**config.mk**
```make
export PLATFORM = sky130hd
export DESIGN_NAME = param_updown_count
export DESIGN_NICKNAME = d
export VERILOG_FILES = /design/src/rtl/param_updown_count.sv
export SDC_FILE = /design/constraint.sdc
export NUM_CORES = 1
export LEC_CHECK = 0
export ABC_AREA = 0
export CORE_UTILIZATION = 45
export DETAILED_ROUTE_END_ITERATION = 6
export PLACE_DENSITY = 0.86
export SYNTH_ARGS = -nofsm -noshare
export SYNTH_HDL_FRONTEND = slang
export SYNTH_SLANG_ARGS = --single-unit
```
**constraint.sdc**
```tcl
create_clock -name clk -period 1.97 [get_ports clk]
set_input_delay 0.2955 -clock clk [delete_from_list [all_inputs] [get_ports clk]]
set_output_delay 0.2955 -clock clk [all_outputs]
set_load 0.02 [all_outputs]
```
**src/rtl/param_updown_count.sv**
```systemverilog
// Parametrised up/down/load counter with clock enable, optional saturation,
// terminal-count and wrap status. Define UDC_WRAP_CNT_EN to add an 8-bit saturating wrap counter.
module param_updown_count #(
    parameter int WIDTH    = 4,
    parameter int MOD      = 16,
    parameter int SATURATE = 0
) (
    input  logic             clk,
    input  logic             rst,
    input  logic             en,
    input  logic [1:0]       sel,
    input  logic [WIDTH-1:0] load_val,
    output logic [WIDTH-1:0] count,
    output logic             dir,
    output logic             tc,
    output logic             wrap,
    output logic             at_limit
`ifdef UDC_WRAP_CNT_EN
    ,
    output logic [7:0]       wrap_cnt
`endif
);

    localparam logic [1:0] SEL_HOLD = 2'b00;
    localparam logic [1:0] SEL_UP   = 2'b01;
    localparam logic [1:0] SEL_DOWN = 2'b10;
    localparam logic [1:0] SEL_LOAD = 2'b11;

    // One spare bit so MOD == 2**WIDTH never relies on natural overflow.
    localparam logic [WIDTH:0] LAST = (WIDTH+1)'(MOD - 1);
    localparam logic [WIDTH:0] ONE  = (WIDTH+1)'(1);
    localparam logic [WIDTH:0] ZERO = '0;

    logic [WIDTH:0] count_ext;
    logic [WIDTH:0] load_ext;
    logic [WIDTH:0] next_ext;
    logic           dir_next;
    logic           wrap_next;
    logic           at_limit_next;

    assign count_ext = {1'b0, count};
    assign load_ext  = {1'b0, load_val};

    always_comb begin
        next_ext  = count_ext;
        dir_next  = dir;
        wrap_next = 1'b0;
        if (en) begin
            case (sel)
                SEL_UP: begin
                    dir_next = 1'b1;
                    if (count_ext == LAST) begin
                        if (SATURATE == 0) begin
                            next_ext  = ZERO;
                            wrap_next = 1'b1;
                        end
                    end else begin
                        next_ext = count_ext + ONE;
                    end
                end
                SEL_DOWN: begin
                    dir_next = 1'b0;
                    if (count_ext == ZERO) begin
                        if (SATURATE == 0) begin
                            next_ext  = LAST;
                            wrap_next = 1'b1;
                        end
                    end else begin
                        next_ext = count_ext - ONE;
                    end
                end
                SEL_LOAD: next_ext = (load_ext > LAST) ? LAST : load_ext;
                SEL_HOLD: next_ext = count_ext;
                default:  next_ext = count_ext;
            endcase
        end
        at_limit_next = dir_next ? (next_ext == LAST) : (next_ext == ZERO);
    end

    assign tc = en && (((sel == SEL_UP) && (count_ext == LAST)) ||
                       ((sel == SEL_DOWN) && (count_ext == ZERO)));

    always_ff @(posedge clk) begin
        if (rst) begin
            count    <= '0;
            dir      <= 1'b1;
            wrap     <= 1'b0;
            at_limit <= 1'b0;
        end else begin
            wrap <= wrap_next;
            if (en) begin
                count    <= next_ext[WIDTH-1:0];
                dir      <= dir_next;
                at_limit <= at_limit_next;
            end
        end
    end

`ifdef UDC_WRAP_CNT_EN
    always_ff @(posedge clk) begin
        if (rst) begin
            wrap_cnt <= 8'd0;
        end else if (en && (sel == SEL_LOAD)) begin
            wrap_cnt <= 8'd0;
        end else if (wrap_next && (wrap_cnt != 8'hFF)) begin
            wrap_cnt <= wrap_cnt + 8'd1;
        end
    end
`endif

endmodule

```
-- Yosys cells after proc, flatten, opt, wreduce, memory -nomap -nowiden
Index checks and enable logic that the tools add are counted.
- register bits after elaboration: 7
- input port bits: 9
- bitwise logic cells: 1
- reduce and logical (&&, ||, !) cells: 8
- add/subtract/negate cells: 2
- equality and inequality tests: 5
- muxes and demuxes: 11
- magnitude comparators: 1
- operator list (operator ; number):
    $pmux W5 S4 ; 1
    $mux W5 ; 3
    $logic_not A5 Y1 ; 2
    $add A4 B1 Y5 const B ; 1
    $eq A5 B4 Y1 const B ; 1
    $sub A4 B1 Y5 const B ; 1
    $eq A2 B2 Y1 const B ; 2
    $eq A4 B4 Y1 const B ; 1
    $gt A4 B4 Y1 const B ; 1
    $mux W1 ; 4
    $mux W4 ; 1
    $pmux W1 S2 ; 2
    $logic_and A1 B1 Y1 ; 3
    $eq A2 B1 Y1 const B ; 1
    $logic_not A2 Y1 ; 1
    $reduce_or A2 Y1 ; 1
    $logic_or A1 B1 Y1 ; 1
    $not A1 Y1 ; 1

-- Depth between registers and ports, before layout
Gate-level depths: netlist (run 1).
- depth after elaboration: 6
- mapped depth: 9
- mapped depth without buffers: 8

-- Least setup slack after synthesis (run 1)
No wires, ideal clock.
- path type: reg-to-reg
- from: reg count[0]
- to: reg at_limit
- library setup time: 125 ps
- data arrival time: 1864 ps
- path buffers: 0
- setup slack: -19 ps
- stages on the path, launching flop included: 9
- data required time: 1845 ps
- path through: dfxtp_1 inv_1 ha_1 inv_1 a221o_1 a32oi_1 nor4_1 a311oi_1 a21oi_1
- word-level cells in the longest chain between the ends: 6
- ends and longest elaborated chain (what ; line ; RTL):
    start, declared ; 13 ; output logic [WIDTH-1:0] count,
    start signal, assigned ; 92 ; count <= next_ext[WIDTH-1:0];
    $sub A4 B1 Y5, or another cell as far along ; 69 ; next_ext = count_ext - ONE;
    $mux W5 (on tied branches) ; 63, 52 ;
    $pmux W5 S4 ; 49 ; case (sel)
    $mux W5 (*) ; 48 ; if (en) begin
    $eq A5 B4 Y1 / $logic_not A5 Y1 (equally long branches) ; 77 ; at_limit_next = dir_next ? (next_ext == LAST) : (next_ext == ZERO);
    $mux W1 (*) ; 77 ;
    end signal, assigned ; 94 ; at_limit <= at_limit_next;
    end, declared ; 17 ; output logic at_limit
Every way passes the cells marked *; elsewhere a longest branch is shown, timed or not.
A chain may end at the register's enable or synchronous reset.

-- Worst setup path in the final report (run 1)
- from: in en
- to: reg at_limit
- word-level cells in the longest chain between the ends: 3
- ends and longest elaborated chain (what ; line ; RTL):
    start, declared ; 10 ; input logic en,
    $mux W5 ; 48 ;
    $eq A5 B4 Y1 / $logic_not A5 Y1 (equally long branches) ; 77 ;
    $mux W1 ; 77 ;
Several ways; a longest one is shown, not always the timed one.

==> key figures, run 1 <==
Global route
  • Initial antenna violation count: 0
  • First-pass GRT wire length: ~3200 um
  • Total Routing Usage GR: 31.62%
  • Vias in the first global route: 721
  • Total grt overflow: 0
  • Largest net degree at the start of global routing: 11

Finish
  • Share of layout cells above drive strength 1: approximately 32%
  • Commonest non-fill, non-tap cells in the layout: buf_4, clkdlybuf4s50_1, nand2_1
  • Commonest non-fill, non-tap cell in the layout: buf_4
  • N_diodes: 0
  • Final nets: about 130
  • Area grow syn2layout: 60.33%
  • Fill cells: 72

Power and ir drop
  • Leakage power total: between 0.0004 and 0.0005 uW
  • Maximum VDD drop: roughly 0.5 mV
  • Power Total: approximately 530 uW
  • PwrDens: between 500 and 600 nW/um2
  • Sw Share: about a third
  • Seq pwr share: 32.5%
  • NetSw: 184.7 uW
  • Internal Power: roughly 350 uW
  • Comb power frac: 42.5%
  • Clk pwr share: roughly 25%

Worst setup path
  • Crit path buf inv count: 2
  • Worst-path fanout max: 6
  • Max stage delay on crit path: 0.58 ns
  • CP max-delay cell: clkdlybuf4s50_1
  • CP endpoint kind: flip-flop
  • Critical path class: primary input to flip-flop
  • Crit path launch type: primary input
  • CP top delay family: buffers and inverters
  • Worst path cell trace: clkdlybuf4s50_1 -> buf_4 -> nand4b_1 -> o211ai_1 -> nand2_1 -> nor4_1 -> a311oi_2 -> a21oi_2
  • Worst path required time: between 2 and 2.5 ns
  • CP Data Arrival Time: about 2 ns

Clock network
  • Worst-Skew Late Latency: roughly 0.25 ns
  • CTS Hold Buffers Added: 0
  • Clk sinks: 7
  • CTS root buffer: clkbuf_4
  • Clock Tree Buf Depth: 2
  • Total CTS buffers: 3
  • CTS clk-pin slew, worst paths: 0.05 ns
  • CTS tree: done
  • H-Tree Depth: 1

Logic synthesis
  • Ys flop type: dfxtp_1
  • Post-synth net total: 96
  • Synth Instances: 81
  • Count of flip-flops with a built-in enable after synthesis: 0
  • Synthesized flop and latch total: 7
  • Ys async rst share: 0%
  • Synth cell types: 34
  • Syn_area_per_cell: between 7 and 8 um2
  • Number of synthesis warnings: 0
  • Mapped cell area: just over 600 um2
  • Seq/Total Area, Yosys: approximately 23%

Routing
  • Vias: between 800 and 900
  • Avg Vias per Cell: approximately 6.3
  • Final WL: approximately 2100 um
  • Wire length per cell: roughly 16 um
  • DR iter-0 viols: 38
  • DRT Pass-1 Iters: 4
  • ANT nets after route: 0
  • DRC: 0

STA
  • Max-slew violation total from the final report: 0
  • Sum Neg Setup Slack: 0 ns
  • Final Skew: around 0.0056 ns
  • Final Hold Viols: 0
  • Final Cycle Share: between 90% and 100%
  • Peak Freq: roughly 530 MHz
  • Finish-stage setup viols: 0
  • Worst-margin pin slew: between 0.3 and 0.4 ns
  • Fin crit period: between 1.5 and 2 ns
  • RSZ-0062 raised after global routing: false
  • Slew headroom: about three quarters

Floorplanning
  • Die W: around 39 um
  • Full die area: roughly 1500 um2
  • Initial core utilization: between 50 and 60%
  • I/O Pins: 17
  • Chip height: 38.69 um
  • Core area: between 1000 and 1500 um2
  • FP Rows: 12

Job
  • Max Cap Viol: 0

Placed design
  • Global placement routability congestion: approximately 0.93
  • HPWL Detailed: 1519 um
  • IO buf count: 16

Hold path
  • Hold WC Path Type: flip-flop to flip-flop

Outcome
  • Status: finished clean
==> logic make-up after synthesis <==
| group | after synthesis | synth area share (%) |
|---|---|---|
| flip-flops | 7 | 23.14 |
| XOR/XNOR | 1 | 1.447 |
| adder cells (fa/ha/maj) | 6 | 12.40 |
| AND/OR/NAND/NOR | 34 | 29.34 |
| AO/OA/AOI/OAI | 18 | 20.87 |
| multiplexers | 2 | 3.306 |
| buffers and inverters | 13 | 9.503 |
==> final cells by class <==
cell class / count / area, um2 / share of cell area (%)
well taps: 14 / 17.52 / 1.804
clock buffers: 4 / 26.28 / 2.706
inverters: 9 / 33.78 / 3.479
repair buffers: 36 / 302.8 / 31.19
flip-flops and latches: 7 / 142.6 / 14.69
multi-input cells: 61 / 447.9 / 46.13
==> registers in the layout (all words and copies together) (netlist names) <==
signal    cells
dir           1
count         4
at_limit      1
wrap          1
==> power by group through the flow <==
stage | logic, uW | registers (uW) | clock network, uW
after floorplan | 90.4 | 182 | 0
after global placement | 199 | 173 | 0
final | 226 | 173 | 133
after detailed placement | 206 | 173 | 0
after CTS | 212 | 171 | 134
after global routing | 240 | 173 | 143
==> what timing repair did <==
| action | CTS | global route |
|---|---|---|
| endpoints found under the setup margin | 2 | 1 |
| buffers inserted | 0 | 0 |
| resized for setup | 13 | 3 |
| pin swaps | 3 | 1 |
==> synthesized netlist by cell type, types with 2 or more instances <==
master	instances	area, um2
o211ai_1	2	15.01
ha_1	6	75.07
nand3_1	3	15.01
nor2_1	7	26.28
nand2_1	10	37.54
dfxtp_1	7	140.1
and3_1	2	12.51
nor3_1	2	10.01
a21oi_1	4	20.02
o21ai_1	2	10.01
inv_1	7	26.28
inv_2	2	7.510
o21ai_0	2	10.01
nand4_1	2	12.51
mux2i_1	2	20.02
buf_4	2	15.01
nand3b_1	2	15.01
==> tightest hold or removal path, delay by kind of cell, from the launching register on <==
family,cells,cell delay (ns)
and+or+nand+nor,2,0.14
DFF,1,0.34
==> routing by layer <==
layer	vias up	track usage (%)	share of wire, %
li1	366	-	-
met1	384	33.92	37
met2	60	58.33	51
met3	10	8.671	10
met4	0	10.34	2.1
met5	-	0	0
==> metrics by stage <==
step / std cells / instance area (um2) / setup WS [ns] / util, % / hold slack, ns
after global placement: 127 / 910.9 / -0.3255 / 77.78 / 0.5143
after detailed placement: 127 / 910.9 / -0.3792 / 77.78 / 0.5167
after global routing: 131 / 970.9 / 0.006519 / 82.91 / 0.5619
final: 131 / 970.9 / 0.09214 / 82.91 / 0.5324
after floorplan: 81 / 606.8 / 0.05874 / - / 0.3605
after CTS: 131 / 955.9 / 0.04191 / 81.62 / 0.5238
==> worst paths after layout <==
check | to | startpoint | slack [ns] | cells past startpoint
worst max register to register | at_limit | count[1] | 0.10 | 6
worst max-delay path | at_limit | en | 0.09 | 8
worst min register to register | dir | dir | 0.53 | 2
worst min-delay path | dir | dir | 0.53 | 2
No activity file was read; power rests on OpenSTA's default activity.
==> run 2, diff against run 1 <==
- ABC_CLOCK_PERIOD_IN_PS: default -> 1970
==> results of run 2 <==
The final DEF is identical to that of run 1; final timing and power are the same.
==> run 3, diff against run 2 <==
- ABC_CLOCK_PERIOD_IN_PS: 1970 -> 2000
- SKIP_CTS_REPAIR_TIMING: default -> 1
- clock period: 1.97 -> 2 ns (I/O delays scaled with it)
==> key figures, run 3 (same netlist as run 1, synthesis figures left out) <==
Clock network
  • CTS tree: done
  • CTS root buffer: clkbuf_4
  • CTS clk-pin slew, worst paths: 0.06 ns (about the same)
  • Worst-Skew Late Latency: 0.26 ns (about the same)
  • H-Tree Depth: 1 (unchanged)
  • Clk sinks: 7 (unchanged)
  • Total CTS buffers: 3 (unchanged)
  • Clock Tree Buf Depth: 2 (unchanged)

Hold path
  • WHS Endpoint: dir
  • Worst hold stages: 2 (unchanged)
  • Hold WC Path Type: flip-flop to flip-flop
  • HP Start: dir

Global route
  • Vias in the first global route: 628 (-13%)
  • Largest net degree at the start of global routing: 14 (+3)
  • First-pass GRT wire length: 2670 um (-15%)
  • Total grt overflow: 0 (unchanged)
  • Total Routing Usage GR: 26.14% (-5.5 points)
  • Initial antenna violation count: 0 (unchanged)

Worst setup path
  • Worst-path fanout max: 3 (-3)
  • Reg-to-Reg Start: count[1]
  • CP endpoint kind: flip-flop
  • Worst path required time: 2.14 ns (about the same)
  • Critical path class: flip-flop to flip-flop
  • CP top delay family: compound AO/OA/AOI/OAI gates
  • Crit path launch type: flip-flop
  • Critical path depth: 8 (unchanged)
  • Max stage delay on crit path: 0.36 ns (-0.22 ns)
  • FF-to-FF setup slack: 0.13 ns (+0.03 ns)
  • Worst path cell trace: inv_2 -> ha_1 -> inv_1 -> a221o_1 -> a32oi_2 -> nor4_1 -> a311oi_1 -> a21oi_1
  • Crit path buf inv count: 2 (unchanged)
  • Crit path from: count[1]
  • CP Data Arrival Time: 2.01 ns (-0.05 ns)
  • R2R depth: 8 (+2)
  • CP max-delay cell: dfxtp_1
  • RR Endpoint: at_limit

Placed design
  • IO buf count: 16 (unchanged)
  • HPWL Detailed: 1380 um (-9.2%)
  • Global placement routability congestion: 0.8965 (-3.7%)
  • Pre-CTS setup slack: -0.3852 ns (-0.006060 ns)
  • Placed Area: 902.1 um2 (-0.96%)

STA
  • Fin crit period: around 1.9 ns
  • Slew headroom: 77.10% (+1.6 points)
  • RSZ-0062 raised after global routing: false
  • Sum Neg Setup Slack: 0 ns (unchanged)
  • Finish-stage setup viols: 0 (unchanged)
  • Max-slew violation total from the final report: 0 (unchanged)
  • Peak Freq: ~530 MHz
  • Slack of the critical path: 0.1271 ns (+0.03496 ns)
  • Final Cycle Share: a little over nine tenths
  • Final Hold Viols: 0 (unchanged)
  • Final Skew: 0.01202 ns (+0.006416 ns)
  • Worst-margin pin slew: 0.3431 ns (-0.02071 ns)

Finish
  • Commonest non-fill, non-tap cells in the layout: buf_4, clkdlybuf4s50_1, nand2_1
  • N_diodes: 0 (unchanged)
  • Share of layout cells above drive strength 1: 25.86% (-6.6 points)
  • Most flops, register: count
  • Area grow syn2layout: 58.26%
  • Final nets: 132 (-0.75%)
  • Post-Layout Inst Area: 958.4 um2 (-1.3%)
  • Commonest non-fill, non-tap cell in the layout: buf_4
  • Max reg flops: 4 (unchanged)
  • Final core utilization: 81.84% (-1.1 points)

Floorplanning
  • Initial core utilization: 51.71% (unchanged)
  • Core area: 1171 um2 (unchanged)
  • Full die area: 1497 um2 (unchanged)
  • Chip height: 38.69 um (unchanged)
  • I/O Pins: 17 (unchanged)
  • FP Rows: 12 (unchanged)
  • Die W: 38.69 um (unchanged)

Power and ir drop
  • Power Total: 512.3 uW (-3.7%)
  • Maximum VDD drop: 0.5115 mV (-0.41%)
  • PwrDens: 534.6 nW/um2 (-2.4%)
  • Leakage power total: 0.0004556 uW (+6.0%)

Routing
  • DRT Pass-1 Iters: 4 (unchanged)
  • Final WL: 1897 um (-11%)
  • Wire length per cell: 14.59 um (-10%)
  • DR iter-0 viols: 15 (-61%)
  • Vias: 757 (-7.7%)
  • Avg Vias per Cell: 5.823 (-7.0%)
  • ANT nets after route: 0 (unchanged)
  • DRC: 0 (unchanged)

Outcome
  • Status: finished clean

Job
  • Max Cap Viol: 0 (unchanged)
-- run 3: layout make-up --
class	instances	area, um2
clock buffer	4	26.28
timing repair buffer	35	310.3
tap	14	17.52
inverter	9	33.78
fill	71	212.7
sequential	7	141.4
multi-input combinational	61	429.2
-- run 3: worst max path at each step --
| stage | to |
|---|---|
| 3_3_place_gp | tc |
| 4_1_cts | tc |
| 2_1_floorplan | at_limit |
| 6_report | at_limit |
| 3_5_place_dp | tc |
| 5_1_grt | tc |
-- run 3: report_power, final --
part / leakage (uW) / switching (uW) / internal (uW) / total [uW]
Sequential: 0.0000580 / 15.2 / 152 / 167
Clock: 0.0000150 / 55.6 / 76.4 / 132
Combinational: 0.000383 / 104 / 110 / 213
Total: 0.000456 / 174 / 338 / 512
-- run 3: metal layers --
metal / global-route usage [%] / vias up / routed length, um
met4: 2.586 / 0 / 12
met3: 9.827 / 2 / 180
met2: 43.75 / 38 / 936
met5: 0 / - / 0
li1: - / 365 / -
met1: 32.63 / 352 / 767
-- run 3: worst register-to-register path, cell delays in order, from the launching register on --
cell and delay (ns):
dfxtp_1 0.36, inv_2 0.05, ha_1 0.27, inv_1 0.05
a221o_1 0.33, a32oi_2 0.25, nor4_1 0.08, a311oi_1 0.28
a21oi_1 0.07
-- run 3: metrics by stage --
stage               instances  hold slack [ns]
floorplan                  81           0.3724
global placement          126           0.5117
detailed placement        126           0.5197
CTS                       130           0.5514
global route              130           0.5677
finish                    130           0.5484
